`src/rtl/ti_mem_fetch.sv`:
```
// rtl/ti_mem_fetch.sv - T&I fetch responder: splits a record fetch into tagged word reads and reassembles them
module ti_mem_fetch #(
  parameter int ADDR_WIDTH = 32,
  parameter int WORD_BITS  = 32,
  parameter int MAX_WORDS  = 12,
  parameter int TAG_WIDTH  = $clog2(MAX_WORDS),
  parameter int SIZE_WIDTH = 7
) (
  input  logic                          clk,
  input  logic                          reset,
  input  logic                          start,
  input  logic [ADDR_WIDTH-1:0]         mem_addr,
  input  logic [SIZE_WIDTH-1:0]         mem_size,
  output logic [MAX_WORDS*WORD_BITS-1:0] mem_data,
  output logic                          valid_out,
  output logic                          ready_out,
  output logic                          mem_req_valid,
  output logic [ADDR_WIDTH-1:0]         mem_req_addr,
  output logic [TAG_WIDTH-1:0]          mem_req_tag,
  input  logic                          mem_req_ready,
  input  logic                          mem_rsp_valid,
  input  logic [WORD_BITS-1:0]          mem_rsp_data,
  input  logic [TAG_WIDTH-1:0]          mem_rsp_tag,
  output logic                          mem_rsp_ready
);

  localparam int CNT_W  = $clog2(MAX_WORDS + 1);
  localparam int MASK_W = 1 << TAG_WIDTH;

  typedef enum logic [1:0] {IDLE, REQ, WAIT, DONE} state_t;

  state_t              state;
  logic [CNT_W-1:0]    nwords;
  logic [CNT_W-1:0]    issue_cnt;
  logic [CNT_W-1:0]    rcv_cnt;
  logic [MASK_W-1:0]   mask;
  logic [SIZE_WIDTH:0] size_words;
  logic [CNT_W-1:0]    start_words;
  logic [CNT_W-1:0]    rcv_next;
  logic                rsp_hit;
  logic                req_fire;
  logic                last_issue;

  assign mem_rsp_ready = 1'b1;
  assign mem_req_tag   = TAG_WIDTH'(issue_cnt);

  assign size_words  = ({1'b0, mem_size} + (SIZE_WIDTH+1)'(3)) >> 2;
  assign start_words = (size_words > (SIZE_WIDTH+1)'(MAX_WORDS)) ? CNT_W'(MAX_WORDS)
                                                                : CNT_W'(size_words);

  // Only fresh, in-range tags count; duplicates and strays are dropped silently.
  assign rsp_hit    = mem_rsp_valid && (state == REQ || state == WAIT) &&
                      (CNT_W'(mem_rsp_tag) < nwords) && !mask[mem_rsp_tag];
  assign rcv_next   = rcv_cnt + CNT_W'(rsp_hit);
  assign req_fire   = mem_req_valid && mem_req_ready;
  assign last_issue = (issue_cnt + CNT_W'(1)) == nwords;

  always_ff @(posedge clk or posedge reset) begin
    if (reset) begin
      state         <= IDLE;
      ready_out     <= 1'b1;
      valid_out     <= 1'b0;
      mem_req_valid <= 1'b0;
      mem_req_addr  <= '0;
      mem_data      <= '0;
      nwords        <= '0;
      issue_cnt     <= '0;
      rcv_cnt       <= '0;
      mask          <= '0;
    end else begin
      if (rsp_hit) begin
        mask[mem_rsp_tag] <= 1'b1;
        rcv_cnt           <= rcv_next;
        for (int i = 0; i < MAX_WORDS; i++) begin
          if (mem_rsp_tag == TAG_WIDTH'(i))
            mem_data[i*WORD_BITS +: WORD_BITS] <= mem_rsp_data;
        end
      end

      case (state)
        IDLE: begin
          if (start) begin
            mem_req_addr <= mem_addr & ~ADDR_WIDTH'(3);
            nwords       <= start_words;
            mem_data     <= '0;
            mask         <= '0;
            issue_cnt    <= '0;
            rcv_cnt      <= '0;
            ready_out    <= 1'b0;
            if (start_words == '0) begin
              state     <= DONE;
              valid_out <= 1'b1;
            end else begin
              state         <= REQ;
              mem_req_valid <= 1'b1;
            end
          end
        end
        REQ: begin
          if (req_fire) begin
            issue_cnt    <= issue_cnt + CNT_W'(1);
            mem_req_addr <= mem_req_addr + ADDR_WIDTH'(4);
            if (last_issue) begin
              mem_req_valid <= 1'b0;
              // A combinational responder may complete the fetch on the last issue.
              if (rcv_next == nwords) begin
                state     <= DONE;
                valid_out <= 1'b1;
              end else begin
                state <= WAIT;
              end
            end
          end
        end
        WAIT: begin
          if (rcv_next == nwords) begin
            state     <= DONE;
            valid_out <= 1'b1;
          end
        end
        DONE: begin
          valid_out <= 1'b0;
          ready_out <= 1'b1;
          state     <= IDLE;
        end
        default: state <= IDLE;
      endcase
    end
  end

endmodule

```
`config.mk`:
```
export PLATFORM = sky130hd
export DESIGN_NAME = ti_mem_fetch
export DESIGN_NICKNAME = d
export VERILOG_FILES = /design/src/rtl/ti_mem_fetch.sv
export SDC_FILE = /design/constraint.sdc
export NUM_CORES = 1
export LEC_CHECK = 0
export CORE_UTILIZATION = 29
export DETAILED_ROUTE_END_ITERATION = 8
export PLACE_DENSITY_LB_ADDON = 0.2
export SYNTH_ARGS = -nofsm -noshare
export SYNTH_HDL_FRONTEND = slang
export SYNTH_SLANG_ARGS = --single-unit
```
`constraint.sdc`:
```
create_clock -name clk -period 45.3 [get_ports clk]
set_input_delay 6.795 -clock clk [delete_from_list [all_inputs] [get_ports clk]]
set_output_delay 6.795 -clock clk [all_outputs]
set_load 0.1 [all_outputs]
```
==> results.md <==
* Wirelength per Cell at 22.9 um
* Post-CTS Hold Fix Bufs at 0
* Number of distinct standard cells referenced by the synthesized netlist at 53
* Core footprint at 67300 um2
* Worst-path fanout max at 13
* Half-perimeter wire length after detailed placement at 50.8 mm
* Leakage power of the design at 11.0 nW
* EDFF count, synth at 0
* Total clock buffers created by CTS at 52
* Area delta synth->final at 37.0%
* Power density normalized to cell area at 61.4 nW/um2
* Antenna-violating nets left at 0
* Number of vias per cell at 5.28
* Pre-Repair DR Iteration Count at 5
* Post-CTS Setup Inserts at 0
* Most common library cell in the layout ignoring fill and taps: clkdlybuf4s50_1
* Grt total ovfl at 0
* Met1 track demand over resource at 30.9%
* TritonCTS Sinks at 447
* Post-CTS clock slew at the launch and capture registers of the worst setup and hold paths at 60 ps
* Ratio of cells with drive above 1 in the final layout at 5.46%
* Count of mapped cells out of synthesis at 2212
* Maximum number of pins on one net before global-route repair at 101
* Most frequent cells in the layout: clkdlybuf4s50_1 (498), nand2_1 (467), dfrtp_1 (446)
* Met3 track demand over resource at 6.47%
* Count of state elements after synthesis at 447
* Final Core Density at 40.3%
* Buffer levels on the longest clock path at 3
* Number of antenna violations at the first check in global routing at 1
* Headroom to the max-slew limit at 18.3%
* Worst EP required at 45780 ps
* Via count of the first global-routing pass at 18000
* Layout Nets at 2671
* Number of vias after detailed routing at 18400
* Max Clock Skew at 30.7 ps
* Last weighted congestion value of the routability-driven placer at 0.817
* Buffers on Ports at 498
* Wire length of the first global-routing pass at 120 mm
* Post-synth design cell area at 19800 um2
* Sum of negative setup slack at 0 ps
* # resized after CTS at 0
* Total global routing track utilization at 22.6%
* Critical path capture point type: register
* Classification of the worst-slack hold path: register to register
* CTS tree: built
* Overall die area at 69300 um2
* Worst IR drop on VDD at 29.5 uV
* Fin crit period at 10390 ps
* Worst Setup Path Type: primary input to register
* Source-to-sink clock delay at the later pin of the worst-skew pair at 610 ps
* Met2 layer usage reported by global route at 34.8%
* Synthesis warning total at 0
* Final Worst Setup Slack at 34910 ps
* Clock Tree Root: clkbuf_16
* Synthesized area per cell at 8.94 um2
* Final setup violation count at 0
* Worst slack, placed at 34260 ps
* Max-slew violation total from the final report at 0
* Fraction of registers with async set/reset at 100%
* DR iter-0 viols at 1540
* Seq/Total Area, Yosys at 56.6%
* Flip-flop cell with the highest count after synthesis: dfrtp_1
* RSZ-0062 raised after global routing: false
* Post-route total power at 1.66 mW
* Number of remaining DRC errors at 0
* Number of hold violations in the final report at 0
* Final wirelength at 80.0 mm
* Startpoint kind of the worst setup timing path: primary input
* Most congested layer reported by global routing: met2
* Max-cap violations at 0
* Worst path arrival time at 10870 ps
* Die outline width at 263 um
* Maximum frequency from static timing analysis at 96.3 MHz
* Die boundary height at 263 um
* Measured slew at the worst slew-check pin at 1230 ps
* Effective utilization at floorplan at 29.4%
* Number of H-tree branching levels at 2
* Status: completed
* Final period utilization at 22.9%
* FP Rows at 95
* Count of boundary I/O pins at 504
final timing paths:
path	from	end	slack, ps	depth (start not counted)
worst max-delay path	mem_rsp_tag[0]	state[1]	34910	12
worst min-delay path	mask[3]	mask[3]	500	2
worst max register to register	state[0]	mem_data[168]	41620	6
worst min register to register	mask[3]	mask[3]	500	2
max in group asynchronous	reset	mem_data[118]	36190	4
min in group asynchronous	reset	mem_data[316]	6680	2
cell usage after synthesis, drive strengths merged, types with 9 or more instances:
cell type,count,share of area [%]
inv,14,0.27
nand3,219,5.5
clkbuf,190,3.6
xnor2,11,0.49
nand4,10,0.32
nand2,467,8.9
nor2,47,0.89
ha,11,0.70
buf,33,0.78
o21ai,212,5.4
and3,10,0.32
a21oi,405,10
dfrtp,446,56
mux2i,17,0.86
a32oi,23,1.0
nor3,9,0.23
critical path: stages:
cell	delay [ps]
clkdlybuf4s50_1	970
mux4_2	640
mux4_2	490
a211oi_2	400
ha_1	260
ha_1	210
xnor2_1	140
xnor2_1	130
nand4_1	180
a211o_1	380
a211oi_1	180
a21oi_1	60
registers in the layout, indices dropped and copies added, names as in the netlist, 2 cells and up:
signal and flops:
nwords 4, mask 16, mem_req_addr 30, mem_req_tag 4
rcv_cnt 4, state 2, mem_data 384
stage by stage:
step | std cells | hold WS [ps] | cell area (um2)
2_1_floorplan | 2213 | 457 | 19800
3_3_place_gp | 3399 | 472 | 25300
3_5_place_dp | 3399 | 487 | 25300
4_1_cts | 3493 | 500 | 27100
5_1_grt | 3493 | 521 | 27100
6_report | 3496 | 497 | 27100
cell families (layout without fill, tap and decap cells):
| group | count (synthesis) | count (layout) | share of synthesized area [%] |
|---|---|---|---|
| muxes | 23 | 23 | 1.49 |
| buffers and inverters | 237 | 644 | 4.66 |
| xor gates and xnor gates | 16 | 16 | 0.708 |
| other | 2 | 6 | 0.0380 |
| adders and majority gates | 11 | 11 | 0.696 |
| AOI/OAI and AO/OA | 688 | 688 | 18.9 |
| and+or+nand+nor | 788 | 788 | 17.0 |
| DFF | 447 | 447 | 56.6 |
where the power goes:
part / switching (mW) / internal [mW] / total, mW
registers: 0.0367 / 0.467 / 0.504
clock network: 0.177 / 0.254 / 0.431
logic: 0.581 / 0.147 / 0.729
total: 0.795 / 0.869 / 1.66
layer usage:
layer | share of wire [%] | wire length, um | up-vias
li1 | - | - | 8337
met1 | 43 | 34400 | 9258
met2 | 45 | 36300 | 740
met3 | 9.1 | 7260 | 113
met4 | 2.6 | 2110 | 0
met5 | 0 | 0 | -
area by class of cell:
| type | instances | area, um2 |
|---|---|---|
| clock inverters | 16 | 220 |
| well taps | 873 | 1090 |
| fillers | 6578 | 40200 |
| flip-flops and latches | 447 | 11200 |
| repair buffers | 536 | 5270 |
| multi-input cells | 1529 | 7720 |
| inverters | 14 | 60.1 |
| diodes | 3 | 7.51 |
| clock buffers | 78 | 1550 |
Note: power is estimated with default switching activity, not from simulation.
